===== src/rtl/tvla_seq_ctrl.sv =====
// tvla_seq_ctrl
// Sequences one TVLA measurement: receives N_IN 16-bit words from the control
// FPGA over a toggle handshake, writes them into the crypto core, brackets the
// core run with a scope trigger window, then reads N_OUT result words back and
// returns them to the control FPGA over a second toggle handshake.
//
// Ports
//   clk, rst_n            core clock, asynchronous active-low reset
//   c2m_din/_en_lvl       inbound word and its "new word" toggle (async domain)
//   c2m_done_lvl          inbound acknowledge toggle
//   m2c_dout/_en_lvl      outbound word and its "new word" toggle
//   m2c_done_lvl          outbound acknowledge toggle (async domain)
//   core_wr_*             core input write port
//   core_start/_done      core run handshake (single-cycle pulses)
//   core_rd_addr/_data    core output read port, data valid one cycle after addr
//   trigger               scope trigger window around the core run
//   device_rdy            idle, waiting for the first word of a transaction
//
// state    | meaning
// ---------+------------------------------------------------------------
// RECV     | collect N_IN words from control FPGA, write each to the core
// PRE      | trigger high for TRIG_PRE cycles before core_start
// RUN      | core running, wait for core_done
// POST     | trigger held high for TRIG_POST cycles after core_done
// RD       | present core_rd_addr for the current output word
// SEND     | latch core_rd_data onto m2c_dout, toggle m2c_en_lvl
// WAIT_ACK | wait for control FPGA acknowledge of the current output word
module tvla_seq_ctrl #(
  parameter int N_IN      = 100,
  parameter int N_OUT     = 100,
  parameter int AW        = 7,
  parameter int TRIG_PRE  = 4,
  parameter int TRIG_POST = 4
) (
  input  logic          clk,
  input  logic          rst_n,
  input  logic [15:0]   c2m_din,
  input  logic          c2m_en_lvl,
  output logic          c2m_done_lvl,
  output logic [15:0]   m2c_dout,
  output logic          m2c_en_lvl,
  input  logic          m2c_done_lvl,
  output logic          core_wr_en,
  output logic [AW-1:0] core_wr_addr,
  output logic [15:0]   core_wr_data,
  output logic          core_start,
  input  logic          core_done,
  output logic [AW-1:0] core_rd_addr,
  input  logic [15:0]   core_rd_data,
  output logic          trigger,
  output logic          device_rdy
);

  localparam logic [2:0] S_RECV     = 3'd0;
  localparam logic [2:0] S_PRE      = 3'd1;
  localparam logic [2:0] S_RUN      = 3'd2;
  localparam logic [2:0] S_POST     = 3'd3;
  localparam logic [2:0] S_RD       = 3'd4;
  localparam logic [2:0] S_SEND     = 3'd5;
  localparam logic [2:0] S_WAIT_ACK = 3'd6;

  localparam int TMAX = (TRIG_PRE > TRIG_POST) ? TRIG_PRE : TRIG_POST;
  localparam int TW   = (TMAX < 2) ? 1 : $clog2(TMAX);
  localparam logic [TW-1:0] PRE_LOAD  = TW'((TRIG_PRE  > 0) ? TRIG_PRE  - 1 : 0);
  localparam logic [TW-1:0] POST_LOAD = TW'((TRIG_POST > 0) ? TRIG_POST - 1 : 0);
  localparam logic [AW-1:0] IN_LAST   = AW'(N_IN - 1);
  localparam logic [AW-1:0] OUT_LAST  = AW'(N_OUT - 1);

  logic [2:0]    state, state_nx;
  logic [AW-1:0] cnt, cnt_nx;
  logic [TW-1:0] tmr, tmr_nx;
  logic          fill_done, fill_done_nx;
  logic          start_nx;
  logic          c2m_en_s1, c2m_en_s2;
  logic          m2c_done_s1, m2c_done_s2;
  logic          c2m_pend;

  // fill_done marks the cycle the last input word is on the write port; no
  // word is accepted then, and the FSM leaves RECV on the following edge.
  assign c2m_pend     = (state == S_RECV) && !fill_done && (c2m_en_s2 != c2m_done_lvl);
  assign core_rd_addr = (state == S_RD) ? cnt : '0;

  always_comb begin
    state_nx     = state;
    cnt_nx       = cnt;
    tmr_nx       = tmr;
    fill_done_nx = fill_done;
    start_nx     = 1'b0;
    case (state)
      S_RECV: begin
        if (fill_done) begin
          fill_done_nx = 1'b0;
          if (TRIG_PRE > 0) begin
            state_nx = S_PRE;
            tmr_nx   = PRE_LOAD;
          end else begin
            state_nx = S_RUN;
            start_nx = 1'b1;
          end
        end else if (c2m_pend) begin
          if (cnt == IN_LAST) begin
            cnt_nx       = '0;
            fill_done_nx = 1'b1;
          end else begin
            cnt_nx = cnt + 1'b1;
          end
        end
      end
      S_PRE: begin
        if (tmr == '0) begin
          state_nx = S_RUN;
          start_nx = 1'b1;
        end else begin
          tmr_nx = tmr - 1'b1;
        end
      end
      S_RUN: begin
        if (core_done) begin
          if (TRIG_POST > 0) begin
            state_nx = S_POST;
            tmr_nx   = POST_LOAD;
          end else begin
            state_nx = S_RD;
          end
        end
      end
      S_POST: begin
        if (tmr == '0) state_nx = S_RD;
        else           tmr_nx   = tmr - 1'b1;
      end
      S_RD:   state_nx = S_SEND;
      S_SEND: state_nx = S_WAIT_ACK;
      S_WAIT_ACK: begin
        if (m2c_done_s2 == m2c_en_lvl) begin
          if (cnt == OUT_LAST) begin
            cnt_nx   = '0;
            state_nx = S_RECV;
          end else begin
            cnt_nx   = cnt + 1'b1;
            state_nx = S_RD;
          end
        end
      end
      default: state_nx = S_RECV;
    endcase
  end

  always_ff @(posedge clk or negedge rst_n) begin
    if (!rst_n) begin
      state        <= S_RECV;
      cnt          <= '0;
      tmr          <= '0;
      fill_done    <= 1'b0;
      c2m_en_s1    <= 1'b0;
      c2m_en_s2    <= 1'b0;
      m2c_done_s1  <= 1'b0;
      m2c_done_s2  <= 1'b0;
      c2m_done_lvl <= 1'b0;
      m2c_dout     <= '0;
      m2c_en_lvl   <= 1'b0;
      core_wr_en   <= 1'b0;
      core_wr_addr <= '0;
      core_wr_data <= '0;
      core_start   <= 1'b0;
      trigger      <= 1'b0;
      device_rdy   <= 1'b0;
    end else begin
      c2m_en_s1    <= c2m_en_lvl;
      c2m_en_s2    <= c2m_en_s1;
      m2c_done_s1  <= m2c_done_lvl;
      m2c_done_s2  <= m2c_done_s1;
      state        <= state_nx;
      cnt          <= cnt_nx;
      tmr          <= tmr_nx;
      fill_done    <= fill_done_nx;
      core_start   <= start_nx;
      core_wr_en   <= c2m_pend;
      if (c2m_pend) begin
        core_wr_addr <= cnt;
        core_wr_data <= c2m_din;
        c2m_done_lvl <= ~c2m_done_lvl;
      end
      if (state == S_SEND) begin
        m2c_dout   <= core_rd_data;
        m2c_en_lvl <= ~m2c_en_lvl;
      end
      // Registered from next state so the scope sees a glitch-free window.
      trigger    <= (state_nx == S_PRE) || (state_nx == S_RUN) || (state_nx == S_POST);
      device_rdy <= (state_nx == S_RECV) && (cnt_nx == '0) && !fill_done_nx;
    end
  end

endmodule


===== config.mk =====
export PLATFORM = sky130hd
export DESIGN_NAME = tvla_seq_ctrl
export DESIGN_NICKNAME = d
export VERILOG_FILES = /design/src/rtl/tvla_seq_ctrl.sv
export SDC_FILE = /design/constraint.sdc
export NUM_CORES = 1
export LEC_CHECK = 0
export CAP_MARGIN = 25
export CORE_ASPECT_RATIO = 1.75
export CORE_MARGIN = 3
export CORE_UTILIZATION = 41
export DETAILED_ROUTE_END_ITERATION = 6
export GPL_ROUTABILITY_DRIVEN = 0
export HOLD_SLACK_MARGIN = 0.15
export PLACE_DENSITY = 0.76
export SETUP_SLACK_MARGIN = 0.3
export SLEW_MARGIN = 0
export SYNTH_ARGS = -nofsm -noshare
export SYNTH_HDL_FRONTEND = slang
export SYNTH_SLANG_ARGS = --single-unit

===== constraint.sdc =====
create_clock -name clk -period 2.05 [get_ports clk]
set_clock_uncertainty 0.1 [all_clocks]
set_input_delay 0.41 -clock clk [delete_from_list [all_inputs] [get_ports clk]]
set_output_delay 0.41 -clock clk [all_outputs]
set_load 0.05 [all_outputs]

Word level (Yosys, flattened, before mapping) --
Cells that the tools add are included. Widths: inputs -> output; s select.
Storage, ports and cells: flip-flop bits (word level) 62, output and inout port bits 52, logic and storage cells 74
Operators by class: equal/unequal tests 15, $add $sub $neg 2, bitwise logic cells 2, mux-type cells 23, reduce and logical (&&, ||, !) cells 15
Operator list (count):
- $mux 7 | 5
- $pmux 3 s7 | 1
- $mux 3 | 6
- $pmux 7 s2 | 1
- $eq 3x2->1 const B | 4
- $eq 3x3->1 const B | 3
- $add 7x1->7 const B | 1
- $eq 7x7->1 const B | 1
- $logic_not 7->1 | 1
- $eq 3x1->1 const B | 2
- $logic_not 3->1 | 2
- $mux 1 | 6
- $mux 2 | 3
- $ne 2x2->1 const B | 3
- $pmux 2 s3 | 1
- $logic_and 1x1->1 | 4
- $reduce_and 4->1 | 1
- $reduce_bool 3->1 | 1
- $logic_not 1->1 | 2
- $logic_not 2->1 | 1
- $logic_or 1x1->1 | 2
- $not 1->1 | 2
- $reduce_or 2->1 | 1
- $sub 2x1->2 const B | 1
- other kinds (2) | 2

Depth between registers and ports, before layout --
word-level depth 9, gate-level depth with buffers 7, gate-level depth less buffers 7

Worst setup path before layout --
Ideal clock, no wire load.
path kind flip-flop to flip-flop, start point reg m2c_en_lvl, end point reg device_rdy, clock period less this slack 2138 ps, path buffers 0, required time 1854 ps, setup slack -88 ps, setup time 96 ps, arrival time 1942 ps, cell stages (with the launch flop) 6, cell sequence dfrtp_1 > xor2_1 > o2bb2ai_1 > nand4_1 > o221a_2 > nor4_2
Between the ends: cells in the longest elaborated chain, start to end 6, elaborated cells between the ends (all ways) 9
Ends and longest elaborated chain:
- start, declared | RTL line 41 | output logic m2c_en_lvl,
- start signal, assigned | RTL line 185 | m2c_en_lvl <= ~m2c_en_lvl;
- $eq 1x1->1 | RTL line 134 | if (m2c_done_s2 == m2c_en_lvl) begin
- $mux 7 | RTL line 134
- $pmux 7 s2 | RTL line 89 | case (state)
- named net cnt_nx[6] | RTL line 70 | logic [AW-1:0] cnt, cnt_nx;
- $logic_not 7->1 | RTL line 189 | device_rdy <= (state_nx == S_RECV) && (cnt_nx == '0) && !fill_done_nx;
- $logic_and 1x1->1 (2 in series) | RTL line 189
- end signal, assigned | RTL line 189
- end, declared | RTL line 51 | output logic device_rdy
The timed path passes the listed nets, and every way through them passes these cells. A chain may end at the register's enable or synchronous reset.

Worst setup path after layout --
start point reg state[0], end point out core_rd_addr[0]
Between the ends: cells in the longest elaborated chain, start to end 2
Ends and longest elaborated chain:
- start, declared | RTL line 69 | logic [2:0] state, state_nx;
- start signal, assigned | RTL line 172 | state <= state_nx;
- $eq 3x3->1 | RTL line 81 | assign core_rd_addr = (state == S_RD) ? cnt : '0;
- $mux 7 | RTL line 81
- end, declared | RTL line 48 | output logic [AW-1:0] core_rd_addr,
Every way passes these cells.

==> metrics.txt <==
status finished clean; Worst slew margin between 50% and 60%; Core ar. roughly 0.0062 mm^2; yosys warns 0; vias per cell roughly 5.1; # diodes 0; pwr/cell area just over 1000 mW/mm^2; Final period util 99.5%; Worst-Margin Slew ~0.62 ns; hpwl dp a little under 5 mm; PortBufs between 80 and 90; H-tree levels 3; Setup crit start kind register; post-synth top area share around three fifths; Initial Util around 43%; Boundary Pins between 80 and 90; Worst-Skew Late Latency between 0.3 and 0.4 ns; GRT Util Overall approximately a fifth; drt wl/cell 15.0 um; RSZ-0062 raised after global routing yes; Die Y approximately 110 um; Post-Syn Area 0.00266 mm^2; drt initial violations slightly above 200; reg2reg setup slack between 0.1 and 0.15 ns; TritonCTS Buffers 9; Slew Limit Fails 0; post-synthesis cell type count 41; fin crit period 2.04 ns; Post-Syn Instances 242; setup_tns 0 ns; Synth Flop Type dfrtp_1; number of cell rows 38; CP required about 1.5 ns; DRT Pass-1 Iters 5; Synth area leaders dfrtp_1, mux2_2, nand2_1; WP data arrival about 1.5 ns; post-synth top area cell dfrtp_1; largest net degree at the start of global routing 27; EDFF count, synth 0; first-pass GRT wire length roughly 11 mm; Seq cells post-synth 62; crit path max fanout 7; register area around 0.0016 mm^2; Die Width between 60 and 70 um; initial antenna violation count 0; max cap viols 0; CTS max path bufs 2; Die ar. around 0.0075 mm^2; clk slew on worst S/H paths approximately 0.07 ns; total power between 4000 and 5000 uW; Syn Nets between 200 and 300; Async SR Flop Fraction 100%; number of global-route vias before repair 2294; WS Path Type register to output pin; antenna-violating nets left 0; DRC Markers 0; most frequent cells after synthesis dfrtp_1, nand2_1, mux2_2, clkbuf_1, o21ai_0; multi-input logic area between 0.001 and 0.0015 mm^2; gr ovfl total 0; worst min path class register to register; worst ir drop on vdd between 0.6 and 0.7 mV; Top delay family on crit path simple AND/OR/NAND/NOR gates; DR vias between 2000 and 2500; Setup Viol. Count Final 0; Critical Path Sink Type output pin; Clock Root Buffer clkbuf_8; CTS tree yes; Clock Sinks slightly above 60; filler cell count about 490; Final Hold Viols 0; Syn-to-layout area delta 56.9%; top-count cell post-synth dfrtp_1; Final nets 391; Avg Cell Area, Syn 11.0 um^2; CP max-delay cell dfrtp_1; register area share after synthesis around three fifths; Critical Path Max Stage Delay around 0.40 ns; Max Fclk a little under 500 MHz; final WL approximately 6.6 mm; worst-path cell chain buf_6 > nor3b_4 > and2_4 > buf_12; Final Cell Area 0.00417 mm^2; crit path buf inv count 2; leakage power total 0.00193 uW; share of post-route cells with drive strength above 1 ~32%; Area after DPL 0.00384 mm^2
[layout make-up]
type	instances	share of cell area [%]
Clock buffer	13	4.05
Clock inverter	3	1.56
Inverter	6	0.720
Multi-Input combinational cell	163	28.3
Sequential cell	62	37.3
Tap cell	80	2.40
Timing Repair Buffer	110	25.7
[cell families (layout without fill, tap and decap cells)]
group / after synthesis / count (layout) / share of synthesized area (%)
mux: 23 / 23 / 9.75
simple gates: 103 / 103 / 19.1
xor+xnor: 4 / 4 / 1.32
compound gates: 31 / 31 / 8.01
buf+inv: 17 / 132 / 2.45
flops: 62 / 62 / 58.4
fa+ha+maj: 2 / 2 / 0.942
[stage by stage]
stage                     std cells  utilization (%)  setup slack, ns  hold WS, ns
after floorplan                 242                -            0.167       0.0144
after global placement          413             61.7           0.0902        0.235
after detailed placement        413             61.7           0.0364        0.235
after CTS                       435             66.5          -0.0176        0.249
after global routing            437             66.9          -0.0758        0.272
final                           437             66.9           0.0109        0.249
[layer usage]
layer | vias to the layer above | wire length, um | GRT usage [%]
li1 | 1052 | - | -
met1 | 1078 | 2330 | 19.7
met2 | 80 | 3770 | 33.8
met3 | 10 | 336 | 5.21
met4 | 0 | 127 | 9.36
met5 | - | 0 | 0
[path summary, 6_finish.rpt]
path / cells past startpoint / start / end
min in group asynchronous: 2 / rst_n / core_wr_addr[2]
setup / recovery: 4 / state[0] / core_rd_addr[0]
setup reg to reg: 6 / state[2] / device_rdy
max in group asynchronous: 3 / rst_n / m2c_en_lvl
hold / removal: 0 / m2c_done_s1 / m2c_done_s2
hold reg to reg: 0 / m2c_done_s1 / m2c_done_s2
[sequential cells by signal, indices dropped and copies added (netlist names)]
register	flops
core_start	1
core_wr_data	16
m2c_en_lvl	1
core_wr_addr	7
m2c_done_s1	1
m2c_dout	16
device_rdy	1
tmr	2
m2c_done_s2	1
c2m_en_s2	1
cnt	7
core_wr_en	1
trigger	1
fill_done	1
state	3
c2m_en_s1	1
c2m_done_lvl	1
[layout by cell type (no fill, tap or decap), types with 3 or more instances in the layout]
master           count
a21oi_1              4
nor2b_1              3
o21ai_0              5
mux2_4               5
buf_6                5
nor3_1               3
a211oi_1             3
nand3b_1             3
dlygate4sd2_1        4
clkbuf_8            12
o21ai_1              4
buf_12              10
dfrtp_1             58
nand3_1              7
and2_4               7
clkdlybuf4s15_1     18
nand2_1             59
nand2b_1             4
dfrtp_2              4
nor2_1               5
clkbuf_2            15
clkdlybuf4s50_1     35
buf_4               21
inv_1                5
nand4_1              3
mux2_2              18
[where the power goes]
part	internal (uW)	leakage, uW	switching [uW]
clock	783	0.000120	449
combinational	531	0.00105	950
sequential	1410	0.000763	106
[what timing repair did]
action | 4_1_cts | 5_1_grt
setup buffers | 5 | 2
hold buffers | 1 | 0
gates resized for setup | 64 | 57
pin swaps | 11 | 5
endpoints found under the hold margin | 24 | 0
setup endpoints to repair | 72 | 59
[worst reg2reg max path: stages, from the launching register on]
cell and delay, ns:
dfrtp_2 0.47, nor4_4 0.28, buf_6 0.16, o2bb2ai_4 0.17, nand4_1 0.15, o221a_4 0.29, nor4_2 0.20
No activity file was read; power rests on OpenSTA's default activity.
